File: config.mk
export PLATFORM = sky130hd
export DESIGN_NAME = program_counter
export DESIGN_NICKNAME = d
export VERILOG_FILES = /design/src/rtl/program_counter_pkg.sv /design/src/rtl/program_counter_register.sv /design/src/rtl/program_counter.sv
export SDC_FILE = /design/constraint.sdc
export NUM_CORES = 1
export LEC_CHECK = 0
export BUFFER_PORTS_ARGS = -buffer_cell sky130_fd_sc_hd__buf_2
export CAP_MARGIN = 20
export CORE_AREA = 2 2 51 43
export CTS_BUF_LIST = sky130_fd_sc_hd__clkbuf_16
export CTS_CLUSTER_DIAMETER = 60
export DETAILED_ROUTE_END_ITERATION = 8
export DIE_AREA = 0 0 53 45
export PLACE_DENSITY = 0.83
export SKIP_CTS_REPAIR_TIMING = 1
export SLEW_MARGIN = 30
export SYNTH_ARGS = -nofsm -noshare
export SYNTH_HDL_FRONTEND = slang
export SYNTH_SLANG_ARGS = --single-unit
File: constraint.sdc
create_clock -name clk -period 4.45 [get_ports clk]
set_clock_uncertainty 0.1 [all_clocks]
set_input_delay 1.1125 -clock clk [delete_from_list [all_inputs] [get_ports clk]]
set_output_delay 1.1125 -clock clk [all_outputs]
set_load 0.01 [all_outputs]
File: src/rtl/program_counter_pkg.sv
// ---------------------------------------------------------------------------
// program_counter_pkg
// Shared definitions for the Hack-style program counter slice.
//   PC_WIDTH     : default counter / instruction-address width
//   PC_RESET_VAL : default value taken on reset and on clear
//   pc_mode_e    : per-cycle operating mode decoded from the control
//                  priority chain; also used by the bench for coverage
// Optional feature macro used elsewhere: PROGRAM_COUNTER_WRAP_FLAG_EN
// ---------------------------------------------------------------------------
package program_counter_pkg;

  localparam int PC_WIDTH     = 16;
  localparam int PC_RESET_VAL = 0;

  typedef enum logic [2:0] {
    PC_RESET = 3'd0,
    PC_CLEAR = 3'd1,
    PC_JUMP  = 3'd2,
    PC_COUNT = 3'd3,
    PC_HOLD  = 3'd4
  } pc_mode_e;

endpackage : program_counter_pkg

File: src/rtl/program_counter_register.sv
// ---------------------------------------------------------------------------
// pc_register
// WIDTH-bit load-gated storage register with synchronous active-low reset.
// Ports:
//   clk    : rising-edge clock
//   rst_n  : synchronous active-low reset, q <= RESET_VAL
//   i_load : when 1, capture i_d on the next edge; otherwise hold
//   i_d    : data to capture
//   o_q    : registered contents
// ---------------------------------------------------------------------------
module pc_register
  import program_counter_pkg::*;
#(
  parameter int               WIDTH     = PC_WIDTH,
  parameter logic [WIDTH-1:0] RESET_VAL = WIDTH'(PC_RESET_VAL)
) (
  input  logic             clk,
  input  logic             rst_n,
  input  logic             i_load,
  input  logic [WIDTH-1:0] i_d,
  output logic [WIDTH-1:0] o_q
);

  logic [WIDTH-1:0] r_q;

  always_ff @(posedge clk) begin
    if (!rst_n) begin
      r_q <= RESET_VAL;
    end else if (i_load) begin
      r_q <= i_d;
    end
  end

  assign o_q = r_q;

endmodule : pc_register

File: src/rtl/program_counter.sv
// ---------------------------------------------------------------------------
// program_counter
// 16-bit (by default) program counter for the Hack-style CPU datapath.
// Every edge selects, highest priority first: reset, clear, jump (load),
// increment, hold. The output is purely registered; no input reaches out
// combinationally.
// Ports:
//   clk   : rising-edge clock
//   rst_n : synchronous active-low reset, out <= RESET_VAL
//   clr   : functional synchronous clear (CPU reset pin), out <= RESET_VAL
//   load  : jump, out <= in on the next edge
//   inc   : advance, out <= out + 1 (mod 2^WIDTH) on the next edge
//   in    : jump target, sampled only when load wins
//   out   : current PC
//   wrap  : (only with PROGRAM_COUNTER_WRAP_FLAG_EN) registered flag, high
//           for the single cycle after a count step from all-ones to zero
// Optional feature macro: PROGRAM_COUNTER_WRAP_FLAG_EN
// ---------------------------------------------------------------------------
module program_counter
  import program_counter_pkg::*;
#(
  parameter int               WIDTH     = PC_WIDTH,
  parameter logic [WIDTH-1:0] RESET_VAL = WIDTH'(PC_RESET_VAL)
) (
  input  logic             clk,
  input  logic             rst_n,
  input  logic             clr,
  input  logic             load,
  input  logic             inc,
  input  logic [WIDTH-1:0] in,
`ifdef PROGRAM_COUNTER_WRAP_FLAG_EN
  output logic [WIDTH-1:0] out,
  output logic             wrap
`else
  output logic [WIDTH-1:0] out
`endif
);

  pc_mode_e         w_mode;
  logic [WIDTH-1:0] w_pc;
  logic [WIDTH-1:0] w_inc;
  logic [WIDTH-1:0] w_next;
  logic             w_reg_load;

  // Mode decode: the whole priority chain collapses to one enum so the
  // next-value mux and the wrap flag agree on which action won.
  always_comb begin
    w_mode = PC_HOLD;
    if (!rst_n) begin
      w_mode = PC_RESET;
    end else if (clr) begin
      w_mode = PC_CLEAR;
    end else if (load) begin
      w_mode = PC_JUMP;
    end else if (inc) begin
      w_mode = PC_COUNT;
    end
  end

`ifdef PROGRAM_COUNTER_WRAP_FLAG_EN
  // Incrementer keeps its carry-out so a count step off all-ones is visible.
  logic [WIDTH:0] w_sum;
  logic           w_carry;
  logic           r_wrap;

  assign w_sum   = {1'b0, w_pc} + (WIDTH + 1)'(1);
  assign w_inc   = w_sum[WIDTH-1:0];
  assign w_carry = w_sum[WIDTH];

  // Only a COUNT step can raise the flag, so a jump to zero never does;
  // reset and clear fall out as non-COUNT modes but are also explicit.
  always_ff @(posedge clk) begin
    if (!rst_n) begin
      r_wrap <= 1'b0;
    end else begin
      r_wrap <= (w_mode == PC_COUNT) && w_carry;
    end
  end

  assign wrap = r_wrap;
`else
  // Carry-out discarded: wrap-around is silent.
  assign w_inc = w_pc + WIDTH'(1);
`endif

  always_comb begin
    w_next = w_pc;
    case (w_mode)
      PC_RESET: w_next = RESET_VAL;
      PC_CLEAR: w_next = RESET_VAL;
      PC_JUMP:  w_next = in;
      PC_COUNT: w_next = w_inc;
      default:  w_next = w_pc;
    endcase
  end

  // Holding is done by the register's load gate rather than by feeding
  // the current value back through the mux.
  assign w_reg_load = (w_mode != PC_HOLD);

  pc_register #(
    .WIDTH     (WIDTH),
    .RESET_VAL (RESET_VAL)
  ) u_pc_register (
    .clk    (clk),
    .rst_n  (rst_n),
    .i_load (w_reg_load),
    .i_d    (w_next),
    .o_q    (w_pc)
  );

  assign out = w_pc;

endmodule : program_counter

==> impl_results.md, run 1 <==
* Largest net degree at the start of global routing at 17
* Row count at 14
* Post-detailed-route via-to-cell ratio at 5.14
* First DRT Iteration DRCs at 12
* Slew HR at 63.1%
* Synth-to-layout area growth at 29.9%
* Post-synth EDFFs at 0
* Yosys reg bits at 16
* CTS root buf: clkbuf_16
* Fraction of layout cells with a size suffix above 1 at 35.3%
* Hpwl dp at 1.44 mm
* R2r setup slk at 2.84 ns
* Routed Antenna Nets at 0
* Pwr dens at 310 nW/um^2
* FF-to-FF End: u_pc_register.o_q[14]
* Peak Freq at 468 MHz
* Setup Viol. Count Final at 0
* CTS tree: yes
* Distinct cell type count of the synthesized netlist at 27
* Top-count cell post-synth: nand2_1
* Routability cong. at 0.746
* DRC Markers at 0
* Met3 wire len at 122 um
* # Max-Cap Violations at 0
* Crit-path max FO at 16
* Worst hold path depth at 2
* Worst setup SP type: primary input
* Min-Delay Endpoint: u_pc_register.o_q[15]
* Vias in the first global route at 730
* Routed WL at 1.97 mm
* Routed wire length on met2 at 953 um
* Pre-antenna DRT Iters at 4
* Async set or reset register ratio after synthesis at 0%
* Synth top area share at 36.2%
* Die Y at 45 um
* Final hold violations at 0
* Fin crit share at 48.0%
* TritonCTS Sinks at 16
* Syn Area/Cell at 8.68 sq um
* Syn nets at 124
* Sequential share of the synthesized area at 36.2%
* Fin cells at 160
* Critical register-to-register path startpoint: u_pc_register.o_q[0]
* Status: completed
* Post-layout util at 62.6%
* Post-synthesis cell count at 102
* Port buffer count at 36
* Dpl ws at 2.06 ns
* Placed cells at 157
* Initial antenna violation count at 0
* Final hold slack at 0.440 ns
* Cell Area, Synth at 886 sq um
* Max H-tree Level at 1
* Final Max Tran Viols at 0
* Die area at 2390 sq um
* Post-route setup slack at 2.31 ns
* Vias at 823
* ANT cells at 0
* Met1 wire length at 870 um
* RSZ-0062 raised after global routing: no
* Critical path class: primary input to register
* Clk slew on worst S/H paths at 0.04 ns
* Pleak at 0.461 nW
* Ys flop type: dfxtp_1
* Leading area contributor after synthesis: dfxtp_1
* DR top layer: met4
* Crit path time final at 2.14 ns
* Total I/O pin count at 37
* Crit path arrival time at 2.22 ns
* Synth Warn # at 0
* CTS Buffer Depth at 2
* First-pass GRT wire length at 3.24 mm
* R2R depth at 5
* Core area at 1840 sq um
* Nets at 160
* CP endpoint kind: register
* Hold Crit Class: register to register
* Num CTS Buffers at 3
* Post-synth top cells: 20 x nand2_1, 16 x dfxtp_1, 10 x xnor2_1, 7 x o21ai_0, 6 x o21ai_1
* Grt ovf at 0
* Final setup TNS at 0 ns
* Min-delay src: u_pc_register.o_q[15]
* Clock Latency Late Sink at 0.24 ns
* Maximum vdd drop at 0.000291 V
* Top cells by area, synth: dfxtp_1 36%, xnor2_1 9.9%, nand2_1 8.5%
* GRT Overall Usage at 19.3%
* Average wire per standard cell at 12.3 um
* Initial core utilization at 48.2%
* Die Width at 53 um
* Largest register FFs at 16
* Critical Path RT at 4.53 ns
* Worst-Margin Slew at 0.553 ns
==> through the flow <==
step | instance area (sq um) | total power [mW]
floorplan | 886 | 0.175
CTS | 1150 | 0.361
global placement | 1080 | 0.190
finish | 1150 | 0.357
detailed placement | 1080 | 0.191
global route | 1150 | 0.374
==> routing by layer <==
metal | up-vias | global-route usage [%]
met4 | 0 | 7.69
met3 | 2 | 7.28
met5 | - | 0
met1 | 369 | 22.5
li1 | 428 | -
met2 | 24 | 32.0
==> worst max-delay path: stages <==
cell and delay, ns:
buf_2 0.11, or3b_1 0.60, nor3_1 0.25, nand2_1 0.07
nand3_1 0.07
==> how the worst max path moves through the flow <==
stage / start / endpoint / depth (start not counted) / slack (ns)
finish: clr / u_pc_register.o_q[15] / 5 / 2.31
global route: clr / u_pc_register.o_q[15] / 5 / 2.23
CTS: clr / u_pc_register.o_q[15] / 5 / 2.31
detailed placement: clr / u_pc_register.o_q[15] / 5 / 2.06
global placement: clr / u_pc_register.o_q[15] / 5 / 2.08
floorplan: inc / u_pc_register.o_q[14] / 5 / 2.28
==> cell type report <==
class                           instances  area (sq um)
Timing Repair Buffer                   36           180
Inverter                                2          7.51
Fill cell                             158           688
Clock buffer                            3          75.1
Multi-Input combinational cell         79           538
Tap cell                               24          30.0
Sequential cell                        16           320
==> cells by family (layout without fill, tap and decap cells) <==
| group | after synthesis | after routing | synth area share [%] |
|---|---|---|---|
| and+or+nand+nor | 48 | 48 | 34.9 |
| AOI/OAI and AO/OA | 16 | 16 | 10.5 |
| DFF | 16 | 16 | 36.2 |
| xor gates and xnor gates | 13 | 13 | 12.9 |
| buffers and inverters | 7 | 41 | 3.11 |
| adders and majority gates | 1 | 1 | 1.41 |
| muxes | 1 | 1 | 1.13 |
==> placed cells by master (no fill, tap or decap) <==
master	instances
buf_2	36
nand2_1	20
dfxtp_1	16
xnor2_1	10
o21ai_0	7
o21ai_1	6
nor3_1	5
nand3_1	4
nand4_1	4
nor4_2	4
nor2_1	3
xor2_1	3
clkbuf_16	3
inv_1	2
or3b_1	1
nand3_4	1
and3b_1	1
nand3_2	1
nand4_4	1
nor4_4	1
nor3b_1	1
nand3b_1	1
a32oi_1	1
mux2i_1	1
a221o_1	1
o21ai_2	1
ha_1	1
==> report_power, final <==
group / total [mW] / internal, mW / switching, mW
logic: 0.0314 / 0.0160 / 0.0154
registers: 0.157 / 0.149 / 0.00786
clock network: 0.169 / 0.118 / 0.0511
total: 0.357 / 0.283 / 0.0744
(Power assumes the default switching activity.)
==> inputs of run 2 (changes only) <==
- CORE_AREA: 2 2 51 43 -> 2 2 55 47
- DIE_AREA: 0 0 53 45 -> 0 0 57 49
- PLACE_DENSITY: 0.83 -> 0.75
- clock period: 4.45 -> 1.7 ns (I/O delays scaled with it)
==> run 2 against run 1 <==
Global-route usage fell by 3.5 points. Sequential share of layout area fell by 1.4 points. Register-to-register slack got worse by 2.7 ns. Sequential cell count did not move. Sequential power rose to 2.6 times the previous value. Design area rose by 5.2%. Die area rose by 17%. Non-clock buffer count rose by 7. Critical endpoint is now u_pc_register.o_q[14]. Core utilization fell by 9.5 points. Combinational power rose to 3.1 times the previous value. Critical path type is now register to register. Wire length rose by 2.5%.
==> impl_results.md, run 2 (same netlist as run 1, synthesis figures left out) <==
* Crit-path max FO at 10
* Grt ovf at 0
* Vias at 865
* Psw at 208 uW
* Sequential share of power at 42.3%
* Pre-antenna DRT Iters at 4
* Total I/O pin count at 37
* Hold Crit Class: primary input to register
* Vias in the first global route at 827
* Largest register FFs at 16
* Core area at 2280 sq um
* Sw Share at 21.7%
* Routed WL at 2.02 mm
* Slowest stage delay, CP at 0.43 ns
* Crit-path slowest cell: dfxtp_1
* Maximum vdd drop at 0.000519 V
* First-pass GRT wire length at 3.42 mm
* Port buffer count at 36
* Int Pwr at 751 uW
* Critical path class: register to register
* Hpwl dp at 1.57 mm
* Die Width at 57 um
* Pleak at 0.498 nW
* Final hold violations at 0
* CP endpoint kind: register
* Fin crit share at 89.2%
* TritonCTS Sinks at 16
* Synth-to-layout area growth at 36.7%
* Final hold slack at 0.269 ns
* Setup Viol. Count Final at 0
* Critical Path RT at 1.73 ns
* Clk slew on worst S/H paths at 0.05 ns
* CTS tree: yes
* Buf/Inv on CP at 0
* Fraction of layout cells with a size suffix above 1 at 38.2%
* Die Y at 49 um
* Most frequent cells in the layout: 36 x buf_2, 20 x nand2_1, 16 x dfxtp_1
* DRC Markers at 0
* Commonest non-fill, non-tap cell in the layout: buf_2
* # Max-Cap Violations at 0
* Worst setup SP type: register
* Initial core utilization at 38.8%
* Max H-tree Level at 1
* Worst-Margin Slew at 0.553 ns
* CTS Buffer Depth at 2
* Routability cong. at 0.784
* Combinational power share at 10.1%
* Nets at 167
* Routed Antenna Nets at 0
* GRT Overall Usage at 15.8%
* Crit path time final at 1.52 ns
* Family with the most delay on the worst path: simple AND/OR/NAND/NOR gates
* Clk pwr share at 47.7%
* Pwr dens at 792 nW/um^2
* Clock Latency Late Sink at 0.25 ns
* Peak Freq at 660 MHz
* Post-detailed-route via-to-cell ratio at 5.06
* R2r setup slk at 0.18 ns
* RSZ-0062 raised after global routing: no
* First DRT Iteration DRCs at 17
* Crit path arrival time at 1.55 ns
* Status: completed
* Fillers at 219
* Average wire per standard cell at 11.8 um
* ANT cells at 0
* Power Total at 959 uW
* Final setup TNS at 0 ns
* Row count at 16
* Critical path cell sequence: nand3_4, nor4_2, nor2_1, a221o_1
* Final Max Tran Viols at 0
* Die area at 2790 sq um
* Initial antenna violation count at 0
* Slew HR at 63.1%
* Largest net degree at the start of global routing at 17
* CTS root buf: clkbuf_16
* Num CTS Buffers at 3
run 2: cell count changes in the layout (fill, tap and decap cells not counted):
cell / delta
clkinv_1: +1
buf_4: +7
run 2: tightest hold or removal path, delay by kind of cell:
family	cells	cell delay, ns
AOI/OAI and AO/OA	1	0.05
and+or+nand+nor	1	0.03
buffers and inverters	1	0.07
run 2: per-stage QoR:
| step | utilization, % | area, sq um | setup WS, ns | cells |
|---|---|---|---|---|
| after floorplan | - | 886 | 0.156 | 102 |
| after global placement | 49.6 | 1130 | 0.143 | 167 |
| after detailed placement | 49.6 | 1130 | 0.135 | 167 |
| after CTS | 53.1 | 1210 | 0.170 | 171 |
| after global routing | 53.1 | 1210 | 0.0689 | 171 |
| final | 53.1 | 1210 | 0.184 | 171 |
run 2: metal layers:
layer | global-route usage (%) | part of all wire [%]
met5 | 0 | 0
met4 | 8.14 | 1.1
met3 | 3.45 | 5.5
met2 | 26.1 | 48
met1 | 19.0 | 46
run 2: worst paths after layout:
path,start,end,cells past startpoint
max,u_pc_register.o_q[3],u_pc_register.o_q[14],4
min,in[0],u_pc_register.o_q[0],3
max reg2reg,u_pc_register.o_q[3],u_pc_register.o_q[14],4
min reg2reg,u_pc_register.o_q[15],u_pc_register.o_q[15],2
run 2: power by group through the flow:
stage	Combinational (mW)	Sequential (mW)	Clock, mW
after floorplan	0.0359	0.421	0
after global placement	0.0948	0.412	0
after detailed placement	0.0970	0.413	0
after CTS	0.0980	0.406	0.459
after global routing	0.107	0.407	0.474
final	0.0967	0.405	0.457
run 2: final cells by class:
class                   instances  area, sq um  area share [%]
clock inverters                 1         3.75           0.310
inverters                       2         7.51           0.620
clock buffers                   3         75.1            6.20
repair buffers                 43          233            19.2
well taps                      27         33.8            2.79
flip-flops and latches         16          320            26.4
multi-input cells              79          538            44.4
